**src/rtl/ipa_exec_pkg.sv**
```systemverilog
// rtl/ipa_exec_pkg.sv - shared state encoding and command field layout for the IPA execution sequencer
package ipa_exec_pkg;

    typedef enum logic [1:0] {
        ST_IDLE  = 2'd0,
        ST_FETCH = 2'd1,
        ST_EXEC  = 2'd2,
        ST_DONE  = 2'd3
    } exec_state_t;

    localparam int CMD_START_BIT = 0;
    localparam int CMD_CNT_LSB   = 8;
    localparam int CMD_CNT_MSB   = 15;
    localparam int CNT_WIDTH     = CMD_CNT_MSB - CMD_CNT_LSB + 1;
    localparam int WORD_BYTES    = 4;

endpackage

```
**src/rtl/ipa_rd_fetcher.sv**
```systemverilog
// rtl/ipa_rd_fetcher.sv - issues N word reads with bounded outstanding count and streams responses out
module ipa_rd_fetcher
    import ipa_exec_pkg::*;
#(
    parameter int DATA_WIDTH = 32,
    parameter int ADDR_WIDTH = 32,
    parameter int MAX_OUT    = 4
) (
    input  logic                  clk,
    input  logic                  rst_n,
    input  logic                  start,
    input  logic                  active,
    input  logic [CNT_WIDTH-1:0]  word_cnt,
    input  logic [ADDR_WIDTH-1:0] base_addr,
    output logic                  mem_req,
    output logic [ADDR_WIDTH-1:0] mem_addr,
    input  logic                  mem_gnt,
    input  logic                  mem_rvalid,
    input  logic [DATA_WIDTH-1:0] mem_rdata,
    output logic                  cfg_tvalid,
    output logic [DATA_WIDTH-1:0] cfg_tdata,
    output logic                  fetch_done
);

    localparam int OUT_W = $clog2(MAX_OUT) + 1;

    logic [CNT_WIDTH-1:0]  n_q;
    logic [CNT_WIDTH-1:0]  issue_cnt;
    logic [CNT_WIDTH-1:0]  recv_cnt;
    logic [ADDR_WIDTH-1:0] base_q;
    logic [OUT_W-1:0]      outstanding;
    logic                  issue;
    logic                  accept;

    assign mem_req  = active && (issue_cnt < n_q) && (outstanding < OUT_W'(MAX_OUT));
    assign mem_addr = mem_req ? base_q + ADDR_WIDTH'(issue_cnt) * ADDR_WIDTH'(WORD_BYTES) : '0;

    assign issue  = mem_req && mem_gnt;
    // Responses outside an active fetch are stray and must not reach the array.
    assign accept = active && mem_rvalid;

    // Fires on the last response so the sequencer can start the array alongside the final beat.
    assign fetch_done = accept && (recv_cnt == n_q - CNT_WIDTH'(1));

    always_ff @(posedge clk or negedge rst_n) begin
        if (!rst_n) begin
            n_q         <= '0;
            base_q      <= '0;
            issue_cnt   <= '0;
            recv_cnt    <= '0;
            outstanding <= '0;
            cfg_tvalid  <= 1'b0;
            cfg_tdata   <= '0;
        end else begin
            cfg_tvalid <= accept;
            if (accept) begin
                cfg_tdata <= mem_rdata;
            end
            if (start) begin
                n_q         <= word_cnt;
                base_q      <= base_addr;
                issue_cnt   <= '0;
                recv_cnt    <= '0;
                outstanding <= '0;
            end else begin
                if (issue) begin
                    issue_cnt <= issue_cnt + CNT_WIDTH'(1);
                end
                if (accept) begin
                    recv_cnt <= recv_cnt + CNT_WIDTH'(1);
                end
                case ({issue, accept})
                    2'b10:   outstanding <= outstanding + OUT_W'(1);
                    2'b01:   outstanding <= outstanding - OUT_W'(1);
                    default: outstanding <= outstanding;
                endcase
            end
        end
    end

endmodule

```
**src/rtl/ipa_exec_ctrl.sv**
```systemverilog
// rtl/ipa_exec_ctrl.sv - IPA execution sequencer: fetch config words, start array, report completion
module ipa_exec_ctrl
    import ipa_exec_pkg::*;
#(
    parameter int DATA_WIDTH = 32,
    parameter int ADDR_WIDTH = 32,
    parameter int MAX_OUT    = 4
) (
    input  logic                  clk,
    input  logic                  rst_n,
    input  logic                  cmd_valid,
    input  logic [DATA_WIDTH-1:0] cmd_word,
    input  logic [ADDR_WIDTH-1:0] cfg_base_addr,
    output logic                  mem_req,
    output logic [ADDR_WIDTH-1:0] mem_addr,
    input  logic                  mem_gnt,
    input  logic                  mem_rvalid,
    input  logic [DATA_WIDTH-1:0] mem_rdata,
    output logic                  arr_cfg_valid,
    output logic [DATA_WIDTH-1:0] arr_cfg_data,
    output logic                  arr_start,
    input  logic                  arr_done,
    output logic                  busy,
    output logic                  cmd_rejected,
    output logic                  ipa_exec_complete
);

    exec_state_t          state;
    exec_state_t          state_nxt;
    logic                 start_cmd;
    logic                 launch;
    logic                 fetch_done;
    logic                 arr_start_q;
    logic                 rejected_q;
    logic [CNT_WIDTH-1:0] cmd_cnt;
    logic                 unused_cmd_bits;

    assign start_cmd       = cmd_valid && cmd_word[CMD_START_BIT];
    assign cmd_cnt         = cmd_word[CMD_CNT_MSB:CMD_CNT_LSB];
    assign launch          = (state == ST_IDLE) && start_cmd;
    assign unused_cmd_bits = ^{cmd_word[DATA_WIDTH-1:CMD_CNT_MSB+1], cmd_word[CMD_CNT_LSB-1:CMD_START_BIT+1]};

    always_ff @(posedge clk or negedge rst_n) begin
        if (!rst_n) begin
            state       <= ST_IDLE;
            arr_start_q <= 1'b0;
            rejected_q  <= 1'b0;
        end else begin
            state       <= state_nxt;
            arr_start_q <= (state_nxt == ST_EXEC) && (state != ST_EXEC);
            rejected_q  <= start_cmd && (state != ST_IDLE);
        end
    end

    always_comb begin
        state_nxt         = state;
        busy              = (state != ST_IDLE);
        ipa_exec_complete = 1'b0;
        case (state)
            ST_IDLE: begin
                if (start_cmd) begin
                    state_nxt = (cmd_cnt == '0) ? ST_EXEC : ST_FETCH;
                end
            end
            ST_FETCH: begin
                if (fetch_done) begin
                    state_nxt = ST_EXEC;
                end
            end
            ST_EXEC: begin
                // A done seen in the start cycle belongs to a previous run, not this one.
                if (arr_done && !arr_start_q) begin
                    state_nxt = ST_DONE;
                end
            end
            ST_DONE: begin
                ipa_exec_complete = 1'b1;
                state_nxt         = ST_IDLE;
            end
            default: state_nxt = ST_IDLE;
        endcase
    end

    assign arr_start    = arr_start_q;
    assign cmd_rejected = rejected_q;

    ipa_rd_fetcher #(
        .DATA_WIDTH (DATA_WIDTH),
        .ADDR_WIDTH (ADDR_WIDTH),
        .MAX_OUT    (MAX_OUT)
    ) u_fetcher (
        .clk        (clk),
        .rst_n      (rst_n),
        .start      (launch),
        .active     (state == ST_FETCH),
        .word_cnt   (cmd_cnt),
        .base_addr  (cfg_base_addr),
        .mem_req    (mem_req),
        .mem_addr   (mem_addr),
        .mem_gnt    (mem_gnt),
        .mem_rvalid (mem_rvalid),
        .mem_rdata  (mem_rdata),
        .cfg_tvalid (arr_cfg_valid),
        .cfg_tdata  (arr_cfg_data),
        .fetch_done (fetch_done)
    );

endmodule

```
**config.mk**
```make
export PLATFORM = sky130hd
export DESIGN_NAME = ipa_exec_ctrl
export DESIGN_NICKNAME = d
export VERILOG_FILES = /design/src/rtl/ipa_exec_pkg.sv /design/src/rtl/ipa_rd_fetcher.sv /design/src/rtl/ipa_exec_ctrl.sv
export SDC_FILE = /design/constraint.sdc
export NUM_CORES = 1
export LEC_CHECK = 0
export CAP_MARGIN = 20
export CORE_MARGIN = 4
export CORE_UTILIZATION = 47
export DETAILED_ROUTE_END_ITERATION = 12
export MAX_ROUTING_LAYER = met4
export PLACE_DENSITY = 0.87
export SYNTH_ARGS = -nofsm -noshare
export SYNTH_HDL_FRONTEND = slang
export SYNTH_SLANG_ARGS = --single-unit
```
**constraint.sdc**
```tcl
create_clock -name clk -period 3.7 [get_ports clk]
set_input_delay 1.11 -clock clk [delete_from_list [all_inputs] [get_ports clk]]
set_output_delay 1.11 -clock clk [all_outputs]
set_load 0.05 [all_outputs]
```
==> metrics.txt <==
ys async rst share=100%; placement-stage worst setup slack=-0.784 ps; Critical Path AT=2650 ps; ranking of synthesized cells by area=dfrtp_1 (45%), nand2_1 (16%), ha_1 (4.2%); min setup slack post-route=-63.2 ps; Startpoint Class=register; largest net degree at the start of global routing=slightly below 100; power density cells=~980 nW/um^2; chip width=115 um; first-pass GRT wire length=27800 um; Layout Utilization=roughly 75%; top post-synthesis cells by count=nand2_1 (225), dfrtp_1 (96), nor2_1 (26), o21ai_0 (25); Post-Syn Area=5380 um^2; Worst slew margin=between 60% and 70%; cells after synthesis=approximately 640; total clock sinks=96; die height=115 um; vias in the first global route=5760; syn_nets=765; Highest Clock Rate=266 MHz; CTS root buf=clkbuf_16; Max Cap Viol=0; crit-path max FO=5; Max Clock Skew=5.12 ps; fin cells=960; period utilization=102%; Syn Area/Cell=8.37 um^2; fill count=slightly above 700; cts bufs inserted=9; YS warnings=0; Final Cell Area=8320 um^2; Die ar.=13200 um^2; Leak=0.00367 uW; clock-pin slew on the worst setup and hold paths=70 ps; CTS H-tree depth=3; HP Class=register to register; Netlist cell types=49; cts hold-fix bufs=0; final slew viol count=0; Placer Congestion=0.882; Initial Util=48.8%; GR Util All Layers=27.3%; row cnt=38; Core Footprint=11000 um^2; Setup CP Type=register to output pin; vias=5812; num ports=172; Yosys top cell area share=44.6%; ANT nets after route=0; clk_lat worst skew=between 300 and 400 ps; Pre-antenna DRT Iters=6; CP Capture Type=output pin; main flop type after synthesis=dfrtp_1; outcome=finished with violations; WL per Instance=19.8 um; number of diodes=0; Synth-to-Final Area Change=54.5%; CTS tree=built; Post-synth EDFFs=0; Peak VDD IR=0.738 mV; via density per instance=6.05; fin crit period=around 3800 ps; Setup-failing EPs final=10; unrepaired setup endpoints after global routing=true; total grt overflow=0; Req. time, crit path=between 2000 and 3000 ps; failing checks=setup timing; sequential fraction of the synthesis area=44.6%; placed cells=920; layout cell share with drive strength beyond 1=20.1%; 1st-iter DRT viols=734; Yosys reg bits=between 90 and 100; initial antenna violation count=0; Port Buffers=148; largest area contributor in the netlist=dfrtp_1; Post-DP Area=7420 um^2; nets=938; drt drc=0; most frequent cell after synthesis=nand2_1; worst-margin pin slew=about 590 ps; Fin. Hold Viols=0; Final HPWL DP=11500 um; Clock Tree Buf Depth=2; total wire length=19000 um
-- report_power, final --
group	switching, uW	leakage, uW	total [uW]	internal [uW]
Combinational	3050	0.00233	5250	2200
Clock	424	0.000142	949	525
Sequential	497	0.00119	1980	1480
Total	3970	0.00367	8180	4200
-- sequential cells by signal, indices dropped and copies added (netlist names) --
register / cells
arr_start: 1
cmd_rejected: 1
state: 2
u_fetcher.base_q: 32
u_fetcher.cfg_tdata: 32
u_fetcher.cfg_tvalid: 1
u_fetcher.issue_cnt: 8
u_fetcher.n_q: 8
u_fetcher.outstanding: 3
u_fetcher.recv_cnt: 8
-- what timing repair did --
action,CTS,global route
endpoints found under the setup margin,26,33
resized for setup,45,47
buffers inserted,7,15
pin swaps,13,18
endpoints found under the hold margin,0,0
gates cloned,2,1
-- layout make-up --
class / count / area (um^2) / share of cell area, %
repair buffers: 187 / 2150 / 25.8
clock buffers: 9 / 225 / 2.71
inverters: 18 / 71.3 / 0.857
multi-input cells: 504 / 3220 / 38.8
flip-flops and latches: 96 / 2410 / 28.9
clock inverters: 6 / 68.8 / 0.827
well taps: 140 / 175 / 2.11
-- cell families (layout without fill, tap and decap cells) --
group	count (synthesis)	in the layout	synth area share [%]
simple gates	352	353	29.4
compound gates	91	93	11.2
xor+xnor	21	21	3.42
mux	17	17	3.16
flops	96	96	44.6
buf+inv	46	220	3.30
fa+ha+maj	20	20	4.93
-- cells in the final DEF, fill, tap and decap left out, types with 10 or more instances in the layout --
cell	Yosys	final
buf_4	0	33
nand4_1	10	10
or3_1	18	17
nand3_1	19	19
o21ai_0	25	18
buf_12	0	36
nor2_1	26	20
clkdlybuf4s50_1	0	114
dfrtp_1	96	92
nand2_1	225	224
a21oi_1	24	14
xnor2_1	11	11
xor2_1	10	10
inv_1	17	14
-- metrics by stage --
| step | hold WS (ps) | power (uW) | TNS (ps) |
|---|---|---|---|
| global placement | 454 | 6290 | 0 |
| finish | 469 | 8180 | -239 |
| detailed placement | 454 | 6480 | -0.784 |
| global route | 503 | 8550 | -952 |
| floorplan | 437 | 4530 | -2150 |
| CTS | 470 | 7690 | -256 |
-- per-layer routing --
layer / part of all wire (%) / GRT usage, % / vias up
met2: 48 / 44.9 / 433
met3: 9.5 / 5.63 / 104
met4: 4.9 / 13.5 / 0
met1: 37 / 31.6 / 2736
li1: - / - / 2539
met5: 0 / - / -
-- final timing paths --
kind / from / to / slack (ps) / depth (start not counted)
worst max-delay path: u_fetcher.base_q[2] / mem_addr[8] / -60 / 9
min in group asynchronous: rst_n / u_fetcher.base_q[6] / 810 / 2
worst max register to register: u_fetcher.n_q[4] / u_fetcher.outstanding[2] / 630 / 13
max in group asynchronous: rst_n / u_fetcher.n_q[5] / 2470 / 2
worst min register to register: u_fetcher.base_q[1] / u_fetcher.base_q[1] / 470 / 2
worst min-delay path: u_fetcher.base_q[1] / u_fetcher.base_q[1] / 470 / 2
-- worst max-delay path, stage by stage, from the launching register on --
cell and delay, ps:
dfrtp_1 390, ha_2 210, fa_2 380, a211oi_4 290, o21bai_4 160, buf_6 160
a21oi_1 250, xor2_1 260, nor2_2 70, buf_12 150
No activity file was read; power rests on OpenSTA's default activity.
